===== config.mk =====
export PLATFORM = sky130hd
export DESIGN_NAME = insn_prefetcher
export DESIGN_NICKNAME = d
export VERILOG_FILES = /design/src/rtl/insn_prefetcher.sv
export SDC_FILE = /design/constraint.sdc
export NUM_CORES = 1
export LEC_CHECK = 0
export BUFFER_PORTS_ARGS = -buffer_cell sky130_fd_sc_hd__buf_2
export CORE_ASPECT_RATIO = 1.1
export CORE_MARGIN = 2
export CORE_UTILIZATION = 51
export DETAILED_ROUTE_END_ITERATION = 6
export GPL_TIMING_DRIVEN = 0
export PLACE_DENSITY = 0.77
export REMOVE_ABC_BUFFERS = 1
export SLEW_MARGIN = 20
export SYNTH_ARGS = -nofsm -noshare
export SYNTH_HDL_FRONTEND = slang
export SYNTH_SLANG_ARGS = --single-unit

===== constraint.sdc =====
create_clock -name clk -period 2.8 [get_ports clk]
set_input_delay 0.28 -clock clk [delete_from_list [all_inputs] [get_ports clk]]
set_output_delay 0.28 -clock clk [all_outputs]
set_load 0.005 [all_outputs]

===== src/rtl/insn_prefetcher.sv =====
// Instruction prefetch unit: owns the fetch PC, issues one sequential fetch per cycle
// to a 1-cycle synchronous memory, and buffers tagged responses in a DEPTH-entry FIFO.
module insn_prefetcher #(
    parameter int                       LEN_INSN      = 32,
    parameter int                       MEM_INSN_ADDR = 10,
    parameter int                       DEPTH         = 4,
    parameter logic [MEM_INSN_ADDR-1:0] RESET_PC      = '0
) (
    input  logic                     clk,
    input  logic                     rst,
    input  logic                     redirect_i,
    input  logic [MEM_INSN_ADDR-1:0] redirect_addr_i,
    output logic                     mem_en_o,
    output logic [MEM_INSN_ADDR-1:0] mem_addr_o,
    input  logic [LEN_INSN-1:0]      mem_q_i,
    output logic                     valid_o,
    input  logic                     stall_i,
    output logic [LEN_INSN-1:0]      insn_o,
    output logic [MEM_INSN_ADDR-1:0] pc_o
);

    localparam int PTR_W = $clog2(DEPTH);
    localparam int CNT_W = PTR_W + 1;
    localparam int OCC_W = CNT_W + 1;

    logic [MEM_INSN_ADDR-1:0] pc_p0;
    logic                     inflight_p1;
    logic                     kill_p1;
    logic [MEM_INSN_ADDR-1:0] inflight_pc_p1;

    logic [LEN_INSN-1:0]      fifo_insn [DEPTH];
    logic [MEM_INSN_ADDR-1:0] fifo_pc   [DEPTH];
    logic [PTR_W-1:0]         head;
    logic [PTR_W-1:0]         tail;
    logic [CNT_W-1:0]         count;

    logic             pop;
    logic             push;
    logic             issue;
    logic [OCC_W-1:0] occupancy;

    // Credit check counts the word in flight and the word leaving this cycle, so a
    // stall release turns straight into a new fetch (stall_i -> mem_en_o is combinational).
    assign pop       = valid_o & ~stall_i;
    assign occupancy = {1'b0, count} + OCC_W'(inflight_p1) - OCC_W'(pop);
    assign issue     = ~rst & ~redirect_i & (occupancy < OCC_W'(DEPTH));
    assign push      = inflight_p1 & ~kill_p1 & ~redirect_i;

    assign mem_en_o   = issue;
    assign mem_addr_o = pc_p0;

    // Stage p0 -> p1: fetch issue, pointer and occupancy control
    always_ff @(posedge clk) begin
        if (rst) begin
            pc_p0       <= RESET_PC;
            inflight_p1 <= 1'b0;
            kill_p1     <= 1'b0;
            count       <= '0;
            head        <= '0;
            tail        <= '0;
        end else if (redirect_i) begin
            pc_p0       <= redirect_addr_i;
            inflight_p1 <= 1'b0;
            if (inflight_p1) kill_p1 <= 1'b1;
            count       <= '0;
            head        <= '0;
            tail        <= '0;
        end else begin
            if (issue) begin
                pc_p0       <= pc_p0 + MEM_INSN_ADDR'(1);
                inflight_p1 <= 1'b1;
                kill_p1     <= 1'b0;
            end else begin
                inflight_p1 <= 1'b0;
            end
            if (push) tail <= tail + PTR_W'(1);
            if (pop)  head <= head + PTR_W'(1);
            case ({push, pop})
                2'b10:   count <= count + CNT_W'(1);
                2'b01:   count <= count - CNT_W'(1);
                default: count <= count;
            endcase
        end
    end

    always_ff @(posedge clk) begin
        if (issue) inflight_pc_p1 <= pc_p0;
    end

    // Stage p1 -> FIFO: response capture tagged with its fetch address
    always_ff @(posedge clk) begin
        if (push) begin
            fifo_insn[tail] <= mem_q_i;
            fifo_pc[tail]   <= inflight_pc_p1;
        end
    end

    assign valid_o = (count != '0);
    assign insn_o  = fifo_insn[head];
    assign pc_o    = fifo_pc[head];

    a_no_push_when_full: assert property (@(posedge clk) disable iff (rst)
        !(push && (count == CNT_W'(DEPTH))));

endmodule


==> flow_metrics.py, run 1 <==
metrics = {
    "floorplanning": {
        "core_area_sq_um": 14500,
        "row_count": 46,
        "dieArea_sq_um": 15900,
        "ios": 100,
        "die_h_um": 132,
        "initial_utilization_pct": 52.3,
        "die_width_um": 120,
    },
    "critical_path": {
        "worst_r2r_endpoint": "mem_addr_o[6]",
        "critical_path_arrival_ps": 3040,
        "rr_worst_depth": 12,
        "worstReg2RegStart": "count[2]",
        "crit_type": "reg -> reg",
        "endpoint_kind": "flip-flop",
        "required_ps": 3120,
        "cp_max_fo": 8,
        "cp-startpoint": "count[2]",
        "start_kind": "flip-flop",
        "r2r_slack_ps": 80,
    },
    "timing": {
        "worst_pin_slew_ps": 1080,
        "fin_crit_ps": 2720,
        "holdWs_ps": 62.5,
        "setup_viol": 0,
        "skew_ps": 6.43,
        "final-max-slew-violation-count": 0,
        "max_freq_ghz": 0.367,
        "hold_violations": 0,
        "maxSlewHeadroom_pct": 28.1,
        "period_share_pct": 97.2,
    },
    "global_route": {
        "grt_pass1_vias": 4094,
        "grt_pass1_wl_um": 21300,
        "grt.total_usage_pct": 18.0,
        "antenna_found_initial": 0,
        "grt-ovfl-total": 0,
        "grt_max_degree": 43,
    },
    "cells_and_area": {
        "layout-drive-gt1-share_pct": 40.7,
        "final_cell_mix": "178 x edfxtp_1, 99 x buf_2, 42 x mux4_2",
        "final_common_cell": "edfxtp_1",
        "diodes": 0,
        "fillCellCount": 1051,
        "areaGrowthSynthToFinish_pct": 19.3,
        "layout.nets": 552,
    },
    "clock_network": {
        "clock_latency_ps": 430,
        "h-tree-depth": 4,
        "cts.reportedPaths.clkPinSlew_ps": 60,
        "numCtsBuffers": 17,
        "clock_path_buffers": 2,
        "cts_hold_buffers": 0,
        "cts_root_buf": "clkbuf_16",
        "clock-sinks": 199,
        "cts_tree": "done",
    },
    "route": {
        "wl_met1_um": 5260,
        "wl_met2_um": 7150,
        "topRoutingLayerUsed": "met4",
        "viasPerCell": 5.54,
        "drtPass1Iterations": 4,
        "drcViolationCount": 0,
        "drt_iter0_markers": 228,
        "ant_nets": 0,
        "dr_wl_met3_um": 678,
        "wl_um": 13300,
        "avgRoutedWirePerCell_um": 19.0,
        "vias": 3875,
    },
    "synthesis": {
        "yosysTopAreaCell": "edfxtp_1",
        "synth_edf_count": 178,
        "avgSynthCellArea_sq_um": 20.0,
        "syn-cell-area_sq_um": 7590,
        "yosysWarnings": 0,
        "ys_seq_elements": 199,
        "ys.flop_type": "edfxtp_1",
        "yosysUniqueCellTypes": 44,
        "synthCells": 379,
        "ys_seq_area_share_pct": 75.9,
        "async_reset_ff_share_pct": 0,
        "synth_top_area_share_pct": 70.4,
        "synth.area.top_cells": "edfxtp_1 70%, mux4_2 12%, dfxtp_1 5.5%",
    },
    "hold_path": {
        "holdPathEnd": "fifo_insn[2][29]",
        "hold_path_class": "in -> reg",
        "whs_path_depth": 1,
        "hold_start": "mem_q_i[29]",
    },
    "power": {
        "ir_worst_vdd_v": 0.000354,
        "p_per_area_nw_per_um2": 653,
        "power_uw": 5920,
        "p_leak_uw": 0.00308,
    },
    "placed_design": {
        "port_buffers": 99,
        "hpwl_um": 7750,
        "routabilityCongestion": 0.823,
    },
    "run": {
        "cap_violations": 0,
    },
    "status": {
        "status": "complete, no violations",
    },
}
cell usage after synthesis, types with 2 or more instances:
| library cell | count |
|---|---|
| o21ai_0 | 4 |
| edfxtp_1 | 178 |
| inv_1 | 15 |
| or3_1 | 4 |
| and4_1 | 2 |
| xor2_1 | 5 |
| and3_1 | 3 |
| nor4_1 | 3 |
| xnor2_1 | 3 |
| a211oi_1 | 5 |
| nand2_1 | 6 |
| buf_2 | 5 |
| a22oi_1 | 2 |
| mux4_2 | 42 |
| ha_1 | 10 |
| nand4_1 | 2 |
| and2_1 | 6 |
| clkbuf_1 | 9 |
| dfxtp_1 | 21 |
| nand3_1 | 2 |
| nor2_1 | 22 |
| a21oi_1 | 6 |
| or3b_1 | 2 |
| o31a_1 | 2 |
critical path, stage by stage, from the launching register on:
cell and delay (ps):
dfxtp_4 350, or3_4 370, nor2b_4 150, ha_4 150, inv_2 50, ha_4 120
nand3b_1 150, buf_4 200, buf_4 130, and2_0 140, a22o_2 290, and4_1 240
nor4_2 280
worst max path at each step:
stage / cells past startpoint / endpoint / slack, ps
final: 12 / mem_addr_o[6] / 80
after global routing: 10 / mem_en_o / -5
after CTS: 10 / mem_en_o / 5
after detailed placement: 10 / mem_en_o / -610
after global placement: 2 / pc_o[6] / -900
after floorplan: 9 / inflight_pc_p1[0] / -50
timing repair:
item                       4_1_cts  5_1_grt
pin swaps                        3        4
resized for setup               12        9
setup buffers                    8        3
setup endpoints to repair       17        5
flip-flops by register name (all words and copies together) (netlist names), named ones only:
register	cells
inflight_p1	1
fifo_pc	40
mem_addr_o	10
inflight_pc_p1	10
fifo_insn	128
kill_p1	1
tail	2
count	3
head	2
cell type report:
class                   instances  area, sq um  area share (%)
flip-flops and latches        199         5780            63.8
well taps                     192          240            2.65
clock inverters                13          153            1.68
multi-input cells             151         1800            19.9
repair buffers                111          598            6.60
clock buffers                  19          433            4.78
inverters                      15         56.3           0.621
power breakdown:
group	total (uW)	switching (uW)	internal (uW)
Combinational	207	107	99.8
Clock	2400	1000	1400
Sequential	3310	32.4	3280
per-layer routing:
metal | track usage (%) | up-vias
li1 | - | 1758
met1 | 21.8 | 1969
met2 | 30.8 | 125
met3 | 4.67 | 23
met4 | 7.36 | 0
met5 | 0 | -
cell families after synthesis:
kind of cell | Yosys count | share of synthesized area (%)
compound gates | 29 | 2.90
mux | 43 | 12.6
flops | 199 | 75.9
buf+inv | 29 | 1.52
xor+xnor | 8 | 0.923
simple gates | 60 | 4.22
fa+ha+maj | 11 | 1.91
metrics by stage:
| step | instances | util (%) | setup TNS, ps | area [sq um] | setup WS, ps |
|---|---|---|---|---|---|
| floorplan | 365 | - | -494 | 7530 | -49.4 |
| global placement | 656 | 57.0 | -145040 | 8270 | -895 |
| detailed placement | 657 | 57.3 | -5670 | 8310 | -614 |
| CTS | 697 | 62.1 | 0 | 9000 | 5.04 |
| global route | 700 | 62.5 | -4.73 | 9060 | -4.73 |
| finish | 700 | 62.5 | 0 | 9060 | 77.0 |
No activity file was read; power rests on OpenSTA's default activity.
==> run 2, diff against run 1 <==
ABC_AREA = 1   (was default)
CORE_UTILIZATION = 52   (was 51)
PLACE_DENSITY = 0.78   (was 0.77)
==> run 2 against run 1 <==
Effect of this change:
- utilization rose by 0.19 points
- total power rose by 0.87%
- sequential power barely moved
- clock skew rose by 1.8 ps
- first-iteration DRC count rose by 95%
- setup slack improved by 110 ps
- via count rose by 30%
- synthesized cell count rose by 60%
- critical path depth fell by 7
- critical path type is now reg -> out
- critical endpoint is now pc_o[1]
==> flow_metrics.py, run 2 <==
metrics = {
    "status": {
        "status": "complete, no violations",
    },
    "clock_network": {
        "clock_path_buffers": 2,
        "numCtsBuffers": 17,
        "clock_latency_ps": 430,
        "cts.reportedPaths.clkPinSlew_ps": 70,
        "cts_root_buf": "clkbuf_16",
        "clock-sinks": 199,
        "h-tree-depth": 4,
        "cts_tree": "done",
    },
    "placed_design": {
        "port_buffers": 99,
        "routabilityCongestion": 0.792,
        "hpwl_um": 9550,
        "dpl.cell_count": 882,
        "placed_cell_area_sq_um": 8710,
    },
    "cells_and_area": {
        "final_area_sq_um": 9360,
        "ff_latch_area_sq_um": 5770,
        "largest_reg_flops": 128,
        "layout-drive-gt1-share_pct": 25.6,
        "layout.nets": 766,
        "reg_top3": "fifo_insn x128, fifo_pc x40",
        "final_common_cell": "edfxtp_1",
        "stdcell_count": 919,
        "final_cell_mix": "178 x edfxtp_1, 99 x buf_2, 95 x nor2_1",
        "fillCellCount": 1109,
        "regMostFlops": "fifo_insn",
        "areaGrowthSynthToFinish_pct": 19.2,
        "multi_input_area_sq_um": 1890,
    },
    "timing": {
        "maxSlewHeadroom_pct": 45.6,
        "max_freq_ghz": 0.383,
        "period_share_pct": 93.4,
        "skew_ps": 8.19,
        "setup_viol": 0,
        "worst_pin_slew_ps": 817,
        "final-max-slew-violation-count": 0,
        "rsz0062_at_grt": "no",
        "hold_violations": 0,
        "fin_crit_ps": 2610,
    },
    "floorplanning": {
        "dieArea_sq_um": 16100,
        "initial_utilization_pct": 52.6,
        "ios": 100,
        "die_width_um": 121,
        "row_count": 47,
        "die_h_um": 133,
        "core_area_sq_um": 14900,
    },
    "run": {
        "cap_violations": 0,
    },
    "synthesis": {
        "ys.flop_type": "edfxtp_1",
        "ys_seq_elements": 199,
        "synth_commonest_cells": "178 x edfxtp_1, 100 x nor2_1, 94 x o21ai_0",
        "synth_top_area_share_pct": 68.1,
        "synth.area.top_cells": "edfxtp_1 68%, o21ai_0 6.0%, dfxtp_1 5.4%",
        "yosysTopAreaCell": "edfxtp_1",
        "synth_edf_count": 178,
        "syn-cell-area_sq_um": 7850,
        "yosysWarnings": 0,
        "yosysUniqueCellTypes": 29,
        "synthMostInstantiatedCell": "edfxtp_1",
        "ys_seq_area_share_pct": 73.4,
        "avgSynthCellArea_sq_um": 12.9,
        "async_reset_ff_share_pct": 0,
        "synthCells": 608,
    },
    "critical_path": {
        "worstReg2RegStart": "count[2]",
        "start_kind": "flip-flop",
        "worst_r2r_endpoint": "mem_addr_o[0]",
        "cp_max_fo": 84,
        "critical_path_arrival_ps": 2330,
        "required_ps": 2520,
        "endpoint_kind": "output pin",
        "rr_worst_depth": 15,
        "crit_type": "reg -> out",
        "r2r_slack_ps": 560,
    },
    "route": {
        "drtPass1Iterations": 4,
        "drt_iter0_markers": 444,
        "vias": 5024,
        "viasPerCell": 5.47,
        "wl_um": 15400,
        "avgRoutedWirePerCell_um": 16.7,
        "ant_nets": 0,
        "drcViolationCount": 0,
    },
    "hold_path": {
        "hold_path_class": "in -> reg",
        "whs_path_depth": 1,
        "holdPathEnd": "fifo_insn[0][9]",
        "hold_start": "mem_q_i[9]",
    },
    "global_route": {
        "grt_pass1_vias": 4976,
        "grt-ovfl-total": 0,
        "grt.total_usage_pct": 19.8,
        "grt_pass1_wl_um": 24300,
        "antenna_found_initial": 0,
        "grt_max_degree": 85,
    },
    "power": {
        "p_leak_uw": 0.00335,
        "ir_worst_vdd_v": 0.000346,
        "p_per_area_nw_per_um2": 638,
    },
}
run 2: through the flow:
step / setup TNS, ps / utilization [%] / hold slack (ps) / setup slack [ps] / power, uW
2_1_floorplan: -39230 / - / 342 / -192 / 3520
3_3_place_gp: -385290 / 56.5 / 448 / -1880 / 3640
3_5_place_dp: 0 / 58.3 / 470 / 12.8 / 3670
4_1_cts: 0 / 62.5 / 44.2 / 37.4 / 6000
5_1_grt: 0 / 62.6 / 44.2 / 25.5 / 6170
6_report: 0 / 62.7 / 65.0 / 186 / 5970
run 2: repair_timing:
action	CTS	global route
pin swaps	0	2
setup buffers	1	3
resized for setup	7	2
hold buffers	0	0
setup endpoints to repair	1	1
run 2: layer usage:
metal | GRT usage [%] | vias to the layer above | routed length [um]
li1 | - | 2415 | -
met1 | 23.7 | 2434 | 6160
met2 | 34.2 | 153 | 8020
met3 | 5.17 | 22 | 935
met4 | 7.73 | 0 | 261
met5 | 0 | - | 0
run 2: cell families after synthesis:
group	share of synthesized area, %
compound gates	11.0
fa+ha+maj	1.85
flops	73.4
simple gates	10.1
buf+inv	3.28
xor+xnor	0.335
run 2: power by group:
group          internal [uW]  switching (uW)
combinational            119             175
clock                   1320            1030
sequential              3290            36.0
run 2: worst max-delay path, cell delays in order (launching register included):
cell and delay, ps:
dfxtp_4 460, buf_12 240, inv_4 560, o21ai_0 190, o22ai_1 230, buf_2 160
run 2: area by class of cell:
type / count / area share (%)
flip-flops and latches: 199 / 61.7
multi-input cells: 350 / 20.2
repair buffers: 112 / 8.10
clock buffers: 18 / 4.58
well taps: 196 / 2.62
clock inverters: 14 / 1.58
inverters: 29 / 1.23
diodes: 1 / 0.0267
run 2: worst max-delay path by stage:
| stage | startpoint | end | cells past startpoint |
|---|---|---|---|
| 5_1_grt | flip-flop | pc_o[5] | 5 |
| 3_5_place_dp | count[1] | mem_en_o | 13 |
| 4_1_cts | count[2] | mem_en_o | 14 |
| 6_report | flip-flop | pc_o[1] | 5 |
| 3_3_place_gp | redirect_i | fifo_insn[2][20] | 6 |
| 2_1_floorplan | redirect_i | fifo_insn[0][0] | 5 |
==> run 3, diff against run 2 <==
CORE_UTILIZATION = 40   (was 52)
PLACE_DENSITY = 0.63   (was 0.78)
RECOVER_POWER = 25   (was default)
==> run 3 against run 2 <==
Effect of this change:
- flip-flop and latch count is the same
- critical path depth grew 7
- via count shrank 2.2%
- largest power group unchanged
==> flow_metrics.py, run 3 (synthesized netlist as in run 2, its figures left out) <==
metrics = {
    "route": {
        "ant_nets": 0,
        "viasPerCell": 5.06,
        "avgRoutedWirePerCell_um": 16.5,
        "vias": 4913,
        "drcViolationCount": 0,
        "wl_um": 16000,
        "drt_iter0_markers": 292,
        "drtPass1Iterations": 4,
    },
    "run": {
        "cap_violations": 0,
    },
    "clock_network": {
        "cts_hold_buffers": 0,
        "clock-sinks": 199,
        "cts_root_buf": "clkbuf_16",
        "clock_path_buffers": 2,
        "h-tree-depth": 4,
        "numCtsBuffers": 17,
        "cts.reportedPaths.clkPinSlew_ps": 70,
        "clock_latency_ps": 420,
        "cts_tree": "done",
    },
    "floorplanning": {
        "ios": 100,
        "row_count": 53,
        "die_h_um": 151,
        "core_area_sq_um": 19200,
        "dieArea_sq_um": 20800,
        "die_width_um": 138,
        "initial_utilization_pct": 41.0,
    },
    "power": {
        "ir_worst_vdd_v": 0.000406,
        "clockPowerShare_pct": 38.0,
        "internal-power_uw": 4610,
        "sw_frac_of_total_pct": 20.7,
        "p_sw_uw": 1200,
        "p_leak_uw": 0.00324,
        "p_per_area_nw_per_um2": 624,
        "seq_power_share_pct": 57.2,
        "power_frac_comb_pct": 4.8,
    },
    "cells_and_area": {
        "regMostFlops": "fifo_insn",
        "diodes": 0,
        "reg_top3": "fifo_insn x128, fifo_pc x40",
        "layout-drive-gt1-share_pct": 21.4,
        "largest_reg_flops": 128,
        "areaGrowthSynthToFinish_pct": 18.7,
        "fillCellCount": 1674,
        "final_cell_mix": "178 x edfxtp_1, 96 x nor2_1, 94 x o21ai_0",
        "final_common_cell": "edfxtp_1",
        "fin_util_pct": 48.6,
        "layout.nets": 767,
    },
    "placed_design": {
        "port_buffers": 99,
        "hpwl_um": 9800,
        "routabilityCongestion": 0.846,
    },
    "timing": {
        "skew_ps": 8.16,
        "worst_pin_slew_ps": 748,
        "hold_violations": 0,
        "setup_viol": 0,
        "period_share_pct": 92.5,
        "holdWs_ps": 68.9,
        "max_freq_ghz": 0.386,
        "maxSlewHeadroom_pct": 50.0,
        "fin_crit_ps": 2590,
        "rsz0062_at_grt": "no",
        "final-max-slew-violation-count": 0,
    },
    "global_route": {
        "antenna_found_initial": 0,
        "grt-ovfl-total": 0,
        "grt_pass1_wl_um": 24500,
        "grt_max_degree": 85,
        "grt.total_usage_pct": 15.8,
        "grt_pass1_vias": 4879,
    },
    "hold_path": {
        "holdPathEnd": "fifo_insn[3][22]",
        "hold_path_class": "in -> reg",
        "whs_path_depth": 1,
        "hold_start": "mem_q_i[22]",
    },
    "critical_path": {
        "critical_path_arrival_ps": 2310,
        "worstReg2RegStart": "count[2]",
        "endpoint_kind": "output pin",
        "start_kind": "flip-flop",
        "worst_r2r_endpoint": "inflight_pc_p1[1]",
        "cp_max_fo": 7,
        "rr_worst_depth": 13,
        "required_ps": 2520,
        "crit_type": "reg -> out",
        "r2r_slack_ps": 560,
    },
    "status": {
        "status": "complete, no violations",
    },
}
run 3: cell types whose count changed in the layout (fill, tap and decap cells not counted), sizes merged:
cell	before	now
buf	112	85
bufinv	2	1
clkinv	5	7
clkbuf	18	47
clkinvlp	3	4
inv	33	30
diode	1	0
run 3: cell type report:
| type | count | area, sq um | area share (%) |
|---|---|---|---|
| inverters | 29 | 118 | 1.26 |
| repair buffers | 113 | 693 | 7.44 |
| flip-flops and latches | 199 | 5770 | 61.9 |
| clock buffers | 19 | 433 | 4.65 |
| multi-input cells | 350 | 1890 | 20.3 |
| well taps | 247 | 309 | 3.32 |
| clock inverters | 13 | 105 | 1.13 |
run 3: worst max path at each step:
| stage | slack, ps | depth (start not counted) | end | start |
|---|---|---|---|---|
| 2_1_floorplan | -190 | 5 | fifo_insn[0][0] | redirect_i |
| 3_3_place_gp | -2080 | 6 | fifo_insn[2][3] | redirect_i |
| 3_5_place_dp | -50 | 13 | mem_en_o | count[1] |
| 4_1_cts | 20 | 14 | mem_en_o | count[2] |
| 5_1_grt | 8 | 14 | mem_en_o | count[2] |
| 6_report | 210 | 12 | mem_en_o | count[2] |
run 3: metrics by stage:
stage	setup slack, ps	cells	cell area (sq um)	total power, uW	setup TNS, ps
after floorplan	-192	578	7700	3520	-39230
after global placement	-2080	924	8510	3650	-422430
after detailed placement	-48.8	933	8740	3670	-48.8
after CTS	18.7	966	9320	5880	0
after global routing	8.37	970	9320	6070	0
final	210	970	9320	5820	0
run 3: per-layer routing:
layer / global-route usage (%) / vias up / wire (um)
met2: 27.8 / 112 / 8120
met5: 0 / - / 0
met4: 4.28 / 0 / 172
li1: - / 2402 / -
met1: 18.7 / 2381 / 6660
met3: 5.09 / 18 / 1020
run 3: power by group through the flow:
stage	registers [uW]	logic [uW]	clock network (uW)
finish	3320	281	2210
global route	3330	317	2420
CTS	3320	285	2270
detailed placement	3390	276	0
global placement	3390	252	0
floorplan	3380	131	0
run 3: repair_timing:
item	in CTS	in global routing
resized for setup	6	5
endpoints found under the setup margin	1	3
setup buffers	1	4
pin swaps	0	2
run 3: critical path: stages, from the launching register on:
cell,delay [ps]
dfxtp_2,350
inv_2,80
a31oi_4,210
ha_1,170
inv_1,40
ha_1,280
nand3_1,90
nand2_1,70
nor2_1,180
nor2_4,80
nand2_8,90
clkinvlp_4,110
buf_2,140
